--- src/rtl/alu_pkg.sv ---
// Shared types for alu_pipe: opcode encoding, flag bit positions, FSM states.
// Opcodes 12/13 (ADDS/SUBS) are only legal when ALU_SAT_EN is defined.
package alu_pkg;

  typedef enum logic [3:0] {
    OP_PASS  = 4'd0,
    OP_ADD   = 4'd1,
    OP_SUB   = 4'd2,
    OP_AND   = 4'd3,
    OP_XOR   = 4'd4,
    OP_NEG   = 4'd5,
    OP_SCALE = 4'd6,
    OP_SEL   = 4'd7,
    OP_OR    = 4'd8,
    OP_SHL   = 4'd9,
    OP_SHR   = 4'd10,
    OP_MUL   = 4'd11,
    OP_ADDS  = 4'd12,
    OP_SUBS  = 4'd13
  } opcode_t;

  localparam int FLG_ZERO  = 0;
  localparam int FLG_NEG   = 1;
  localparam int FLG_CARRY = 2;
  localparam int FLG_OVF   = 3;
  localparam int FLG_ILL   = 4;
  localparam int NUM_FLAGS = 5;

  typedef enum logic {
    S_IDLE = 1'b0,
    S_MUL  = 1'b1
  } state_t;

  // Signed overflow from operand and result sign bits; for subtraction the
  // operands must differ in sign for overflow to be possible.
  function automatic logic signed_ovf(input logic a_msb, input logic b_msb,
                                      input logic r_msb, input logic is_sub);
    if (is_sub)
      return (a_msb != b_msb) && (r_msb != a_msb);
    else
      return (a_msb == b_msb) && (r_msb != a_msb);
  endfunction

endpackage

--- src/rtl/alu_mul_iter.sv ---
// Iterative shift-add multiplier: one partial product per cycle, WIDTH steps,
// done asserted for one cycle once the full 2*WIDTH product is ready.
module alu_mul_iter
  import alu_pkg::*;
#(
  parameter int WIDTH = 8
) (
  input  logic                 clk,
  input  logic                 reset,
  input  logic                 start,
  input  logic [WIDTH-1:0]     a,
  input  logic [WIDTH-1:0]     b,
  output logic                 done,
  output logic [2*WIDTH-1:0]   product
);

  localparam int CW = $clog2(WIDTH + 1);
  localparam logic [CW-1:0] LAST = CW'(WIDTH);

  logic [2*WIDTH-1:0] mcand;
  logic [WIDTH-1:0]   mplier;
  logic [CW-1:0]      cnt;
  logic               busy;

  assign done = busy && (cnt == LAST);

  always_ff @(posedge clk) begin
    if (reset) begin
      mcand   <= '0;
      mplier  <= '0;
      product <= '0;
      cnt     <= '0;
      busy    <= 1'b0;
    end else if (start) begin
      mcand   <= {{WIDTH{1'b0}}, a};
      mplier  <= b;
      product <= '0;
      cnt     <= '0;
      busy    <= 1'b1;
    end else if (busy) begin
      if (cnt == LAST) begin
        busy <= 1'b0;
      end else begin
        if (mplier[0])
          product <= product + mcand;
        mcand  <= mcand << 1;
        mplier <= mplier >> 1;
        cnt    <= cnt + 1'b1;
      end
    end
  end

endmodule

--- src/rtl/alu_pipe.sv ---
// Parametrised ALU with valid/ready handshake, flag vector and iterative MUL.
// Define ALU_SAT_EN to enable signed saturating ADDS/SUBS (else illegal).
module alu_pipe
  import alu_pkg::*;
#(
  parameter int WIDTH = 8
) (
  input  logic                 clk,
  input  logic                 reset,
  input  logic                 in_valid,
  output logic                 in_ready,
  input  logic [3:0]           opcode,
  input  logic [WIDTH-1:0]     accum,
  input  logic [WIDTH-1:0]     data,
  output logic                 out_valid,
  input  logic                 out_ready,
  output logic [WIDTH-1:0]     alu_out,
  output logic [NUM_FLAGS-1:0] flags,
  output logic                 acc_zero
);

  localparam int SHW = $clog2(WIDTH);

`ifdef ALU_SAT_EN
  localparam logic [WIDTH-1:0] SAT_MAX = {1'b0, {(WIDTH-1){1'b1}}};
  localparam logic [WIDTH-1:0] SAT_MIN = {1'b1, {(WIDTH-1){1'b0}}};
`endif

  state_t               state;
  logic                 accept;
  logic                 mul_start;
  logic                 mul_done;
  logic [2*WIDTH-1:0]   mul_prod;

  logic [WIDTH:0]       add_full;
  logic [WIDTH:0]       sub_full;
  logic                 add_ovf;
  logic                 sub_ovf;
  logic [WIDTH-1:0]     scale_val;

  logic [WIDTH-1:0]     res;
  logic                 res_carry;
  logic                 res_ovf;
  logic                 res_ill;
  logic [NUM_FLAGS-1:0] res_flags;
  logic [NUM_FLAGS-1:0] mul_flags;

  assign acc_zero  = (accum == '0);
  assign in_ready  = (state == S_IDLE) && (!out_valid || out_ready);
  assign accept    = in_valid && in_ready;
  assign mul_start = accept && (opcode == OP_MUL);

  // Bit WIDTH of the unsigned difference is the borrow (accum < data).
  assign add_full  = {1'b0, accum} + {1'b0, data};
  assign sub_full  = {1'b0, accum} - {1'b0, data};
  assign add_ovf   = signed_ovf(accum[WIDTH-1], data[WIDTH-1], add_full[WIDTH-1], 1'b0);
  assign sub_ovf   = signed_ovf(accum[WIDTH-1], data[WIDTH-1], sub_full[WIDTH-1], 1'b1);
  assign scale_val = (accum << 2) + accum + (accum >> 3);

  alu_mul_iter #(
    .WIDTH (WIDTH)
  ) u_mul (
    .clk     (clk),
    .reset   (reset),
    .start   (mul_start),
    .a       (accum),
    .b       (data),
    .done    (mul_done),
    .product (mul_prod)
  );

  always_comb begin
    res       = '0;
    res_carry = 1'b0;
    res_ovf   = 1'b0;
    res_ill   = 1'b0;
    case (opcode)
      OP_PASS:  res = accum;
      OP_ADD: begin
        res       = add_full[WIDTH-1:0];
        res_carry = add_full[WIDTH];
        res_ovf   = add_ovf;
      end
      OP_SUB: begin
        res       = sub_full[WIDTH-1:0];
        res_carry = sub_full[WIDTH];
        res_ovf   = sub_ovf;
      end
      OP_AND:   res = accum & data;
      OP_XOR:   res = accum ^ data;
      OP_NEG:   res = ~accum + 1'b1;
      OP_SCALE: res = scale_val;
      OP_SEL:   res = (|accum[WIDTH-1:WIDTH-3]) ? data : ~data;
      OP_OR:    res = accum | data;
      OP_SHL:   res = accum << data[SHW-1:0];
      OP_SHR:   res = accum >> data[SHW-1:0];
      // MUL results come from the iterative multiplier, not this mux.
      OP_MUL:   res = '0;
`ifdef ALU_SAT_EN
      OP_ADDS: begin
        res_carry = add_full[WIDTH];
        res_ovf   = add_ovf;
        res       = add_ovf ? (accum[WIDTH-1] ? SAT_MIN : SAT_MAX) : add_full[WIDTH-1:0];
      end
      OP_SUBS: begin
        res_carry = sub_full[WIDTH];
        res_ovf   = sub_ovf;
        res       = sub_ovf ? (accum[WIDTH-1] ? SAT_MIN : SAT_MAX) : sub_full[WIDTH-1:0];
      end
`endif
      default:  res_ill = 1'b1;
    endcase

    res_flags            = '0;
    res_flags[FLG_ZERO]  = (res == '0);
    res_flags[FLG_NEG]   = res[WIDTH-1];
    res_flags[FLG_CARRY] = res_carry;
    res_flags[FLG_OVF]   = res_ovf;
    res_flags[FLG_ILL]   = res_ill;
  end

  always_comb begin
    mul_flags            = '0;
    mul_flags[FLG_ZERO]  = (mul_prod[WIDTH-1:0] == '0);
    mul_flags[FLG_NEG]   = mul_prod[WIDTH-1];
    mul_flags[FLG_CARRY] = |mul_prod[2*WIDTH-1:WIDTH];
  end

  // A new result written in the same cycle as a drain overrides the clear.
  always_ff @(posedge clk) begin
    if (reset) begin
      state     <= S_IDLE;
      out_valid <= 1'b0;
      alu_out   <= '0;
      flags     <= '0;
    end else begin
      if (out_valid && out_ready)
        out_valid <= 1'b0;
      case (state)
        S_IDLE: begin
          if (accept) begin
            if (opcode == OP_MUL) begin
              state <= S_MUL;
            end else begin
              alu_out   <= res;
              flags     <= res_flags;
              out_valid <= 1'b1;
            end
          end
        end
        S_MUL: begin
          if (mul_done) begin
            alu_out   <= mul_prod[WIDTH-1:0];
            flags     <= mul_flags;
            out_valid <= 1'b1;
            state     <= S_IDLE;
          end
        end
        default: state <= S_IDLE;
      endcase
    end
  end

endmodule

--- config.mk ---
export PLATFORM = sky130hd
export DESIGN_NAME = alu_pipe
export DESIGN_NICKNAME = d
export VERILOG_FILES = /design/src/rtl/alu_pkg.sv /design/src/rtl/alu_mul_iter.sv /design/src/rtl/alu_pipe.sv
export SDC_FILE = /design/constraint.sdc
export NUM_CORES = 1
export LEC_CHECK = 0
export ABC_AREA = 1
export BUFFER_PORTS_ARGS = -buffer_cell sky130_fd_sc_hd__clkbuf_2
export CAP_MARGIN = 25
export CORE_MARGIN = 2
export CORE_UTILIZATION = 56
export CTS_CLUSTER_DIAMETER = 120
export DETAILED_ROUTE_END_ITERATION = 8
export GPL_ROUTABILITY_DRIVEN = 0
export PLACE_DENSITY_LB_ADDON = 0.1
export SLEW_MARGIN = 0
export SYNTH_ARGS = -nofsm -noshare
export SYNTH_HDL_FRONTEND = slang
export SYNTH_SLANG_ARGS = --single-unit
export TNS_END_PERCENT = 10
--- constraint.sdc ---
create_clock -name clk -period 2.21 [get_ports clk]
set_input_delay 0.442 -clock clk [delete_from_list [all_inputs] [get_ports clk]]
set_output_delay 0.442 -clock clk [all_outputs]
set_load 0.02 [all_outputs]
==> impl_metrics.env <==
export IMPL_status="finished with violations"
export IMPL_violations="setup timing"
export IMPL_grt_use_total_pct=34.86
export IMPL_vias=6854
export IMPL_fillCellCount=899
export IMPL_drcViolationCount=0
export IMPL_port_buffers=39
export IMPL_endpoint_kind="flip-flop"
export IMPL_setup_tns_final_ns=-0.1445
export IMPL_h_tree_depth=3
export IMPL_area_delta_synth_final_pct=21.55
export IMPL_cts_buffers_inserted=9
export IMPL_cts_root_buf="clkbuf_8"
export IMPL_dpl_cell_area_um2=6644
export IMPL_clkTransAtPathRegs_ns=0.07
export IMPL_powerDensity_nw_per_um2=463.7
export IMPL_rows=36
export IMPL_ys_seq_area_share_pct=20.55
export IMPL_drt_iter0_drc=717
export IMPL_ys_seq_elements=59
export IMPL_layout_common_cells="nand2_1, nand3_1, inv_1, nor2_1, buf_4"
export IMPL_worstSetupPathType="primary input to flip-flop"
export IMPL_fin_crit_sh_pct=106.5
export IMPL_overflow=0
export IMPL_io_pins=40
export IMPL_layout_commonest_cell="nand2_1"
export IMPL_post_drt_via_cell_ratio=5.726
export IMPL_yosys_warnings=0
export IMPL_die_x_um=105.3
export IMPL_design_area_um2=6985
export IMPL_max_freq_ghz=0.4250
export IMPL_vdd_ir_drop_max_mv=0.3759
export IMPL_maxCapViolCount=0
export IMPL_grt_first_pass_wirelength_mm=30.84
export IMPL_crit_required_ns=2.48
export IMPL_hp_class="primary input to flip-flop"
export IMPL_wirelength_mm=19.09
export IMPL_synth_cell_types=39
export IMPL_drive_gt1_share_pct=17.11
export IMPL_skew_ns=0.007684
export IMPL_diodes=0
export IMPL_final_core_util_pct=70.81
export IMPL_netlist_area_um2=5747
export IMPL_post_drt_wl_per_cell_um=15.95
export IMPL_final_antenna_net_count=0
export IMPL_slew_headroom_pct=63.23
export IMPL_grt_pass1_vias=6216
export IMPL_rsz0062_at_grt="true"
export IMPL_cp_max_fo=2
export IMPL_die_y_um=105.3
export IMPL_finalCriticalPeriod_ns=2.353
export IMPL_tightest_slew_ns=0.5496
export IMPL_hold_depth=3
export IMPL_cts_sinks=59
export IMPL_syn_mean_instance_area_um2=6.056
export IMPL_power_leakage_nw=3.506
export IMPL_clockBufferDepth=2
export IMPL_clkLatencyLatePin_ns=0.34
export IMPL_worstRegToRegCells=14
export IMPL_drv_slew=0
export IMPL_worstPathArrival_ns=2.63
export IMPL_cts_tree="yes"
export IMPL_dieArea_um2=11090
export IMPL_grt_max_degree=26
export IMPL_synth_cells=949
export IMPL_grt_antenna_before_repair=0
export IMPL_hpwl_mm=15.28
export IMPL_coreArea_um2=9864
export IMPL_final_hold_viol_count=0
export IMPL_start_util_pct=58.26
export IMPL_synth_nets=1033
export IMPL_setup_viol=2
export IMPL_cts_hold_buffers=0
export IMPL_setup_ws_ns=-0.1432
export IMPL_drt_pass1_iterations=5
export IMPL_critPathLaunchType="primary input"
export IMPL_nNetsFinal=1143
==> Yosys cell counts <==
master / number / area share (%)
a211oi_1: 1 / 0.13
a21o_1: 3 / 0.39
a21oi_1: 78 / 6.8
a221oi_1: 7 / 1.1
a22oi_1: 1 / 0.13
a31oi_1: 9 / 0.98
and2_1: 1 / 0.11
buf_1: 1 / 0.065
buf_2: 16 / 1.4
buf_4: 3 / 0.39
clkbuf_1: 6 / 0.39
dfxtp_1: 59 / 21
fa_1: 7 / 2.4
ha_1: 53 / 12
inv_1: 103 / 6.7
inv_2: 5 / 0.33
nand2_1: 271 / 18
nand2_2: 1 / 0.11
nand3_1: 110 / 9.6
nand3b_1: 5 / 0.65
nand4_1: 17 / 1.9
nor2_1: 101 / 6.6
nor2_2: 6 / 0.65
nor2_4: 1 / 0.20
nor3_1: 5 / 0.44
nor3b_1: 1 / 0.13
nor4_1: 4 / 0.44
o211ai_1: 6 / 0.78
o21a_1: 7 / 0.91
o21ai_0: 35 / 3.0
o21ai_1: 2 / 0.17
o21ai_2: 2 / 0.30
o21bai_1: 3 / 0.39
o221ai_1: 1 / 0.15
o31ai_1: 3 / 0.39
or2_0: 1 / 0.11
or2_2: 4 / 0.44
xnor2_1: 2 / 0.30
xor2_1: 8 / 1.2
==> power by group <==
group	internal [W]	leakage (nW)	switching, W	total [W]
combinational	0.000381	2.91	0.000605	0.000986
clock	0.000695	0.113	0.000451	0.00115
sequential	0.00109	0.478	0.0000183	0.00111
total	0.00217	3.51	0.00107	0.00324
==> routing by layer <==
metal,GRT usage [%],vias to the layer above,part of all wire [%]
met5,0,-,0
li1,-,3369,-
met3,9.215,53,11
met1,48.92,3046,44
met4,10.38,0,2.8
met2,52.17,386,42
==> through the flow <==
| step | instances | hold WS, ns | power (W) | setup slack (ns) |
|---|---|---|---|---|
| after global routing | 1197 | 0.3834 | 0.003402 | -0.3101 |
| after floorplan | 949 | 0.4407 | 0.001689 | -0.1607 |
| after global placement | 1181 | 0.4500 | 0.002051 | -0.3898 |
| after detailed placement | 1181 | 0.4550 | 0.002063 | -0.4495 |
| final | 1197 | 0.3704 | 0.003239 | -0.1432 |
| after CTS | 1197 | 0.3592 | 0.003213 | -0.06039 |
==> state kept, by name, indices dropped and copies added, names as in the netlist <==
| signal | flops |
|---|---|
| out_valid | 1 |
| u_mul.mplier | 8 |
| u_mul.product | 16 |
| u_mul.mcand | 16 |
| alu_out | 7 |
| u_mul.busy | 1 |
| flags | 5 |
| u_mul.cnt | 4 |
| state | 1 |
==> layout make-up <==
class	count	area (um2)	share of cell area (%)
Timing Repair Buffer	125	877.1	12.56
Multi-Input combinational cell	756	4120	58.98
Inverter	108	409.1	5.857
Clock inverter	4	72.57	1.039
Sequential cell	59	1185	16.96
Tap cell	133	166.4	2.382
Clock buffer	12	155.1	2.221
==> kinds of logic after synthesis <==
family                     Yosys count  synth area share [%]
adders and majority gates           60                 13.98
and+or+nand+nor                    528                 38.99
DFF                                 59                 20.55
xor gates and xnor gates            10                 1.524
buffers and inverters              134                 9.297
AOI/OAI and AO/OA                  158                 15.65
==> final timing paths <==
| kind | startpoint | endpoint | slack [ns] |
|---|---|---|---|
| setup / recovery | accum[0] | flags[0] | -0.14 |
| hold / removal | in_valid | flags[4] | 0.37 |
| setup reg to reg | u_mul.mcand[0] | u_mul.product[14] | 0.11 |
| hold reg to reg | flags[4] | flags[4] | 0.46 |
==> worst max-delay path: stages <==
cell and delay, ns:
clkbuf_2 0.09, inv_1 0.06, fa_1 0.52, fa_2 0.54, inv_1 0.04, nand2_1 0.08, nand2_1 0.06, inv_1 0.05
nand2_1 0.04, nor2_1 0.09, nand3_1 0.13, nor2_1 0.14, nand2_1 0.07, nor2_1 0.08, nand3_1 0.07, a21oi_1 0.12
==> timing repair <==
item | CTS | global route
setup endpoints to repair | 4 | 16
cloned | 0 | 0
pin swaps | 2 | 2
setup buffers | 0 | 0
resized for setup | 7 | 28
No activity file was read; power rests on OpenSTA's default activity.
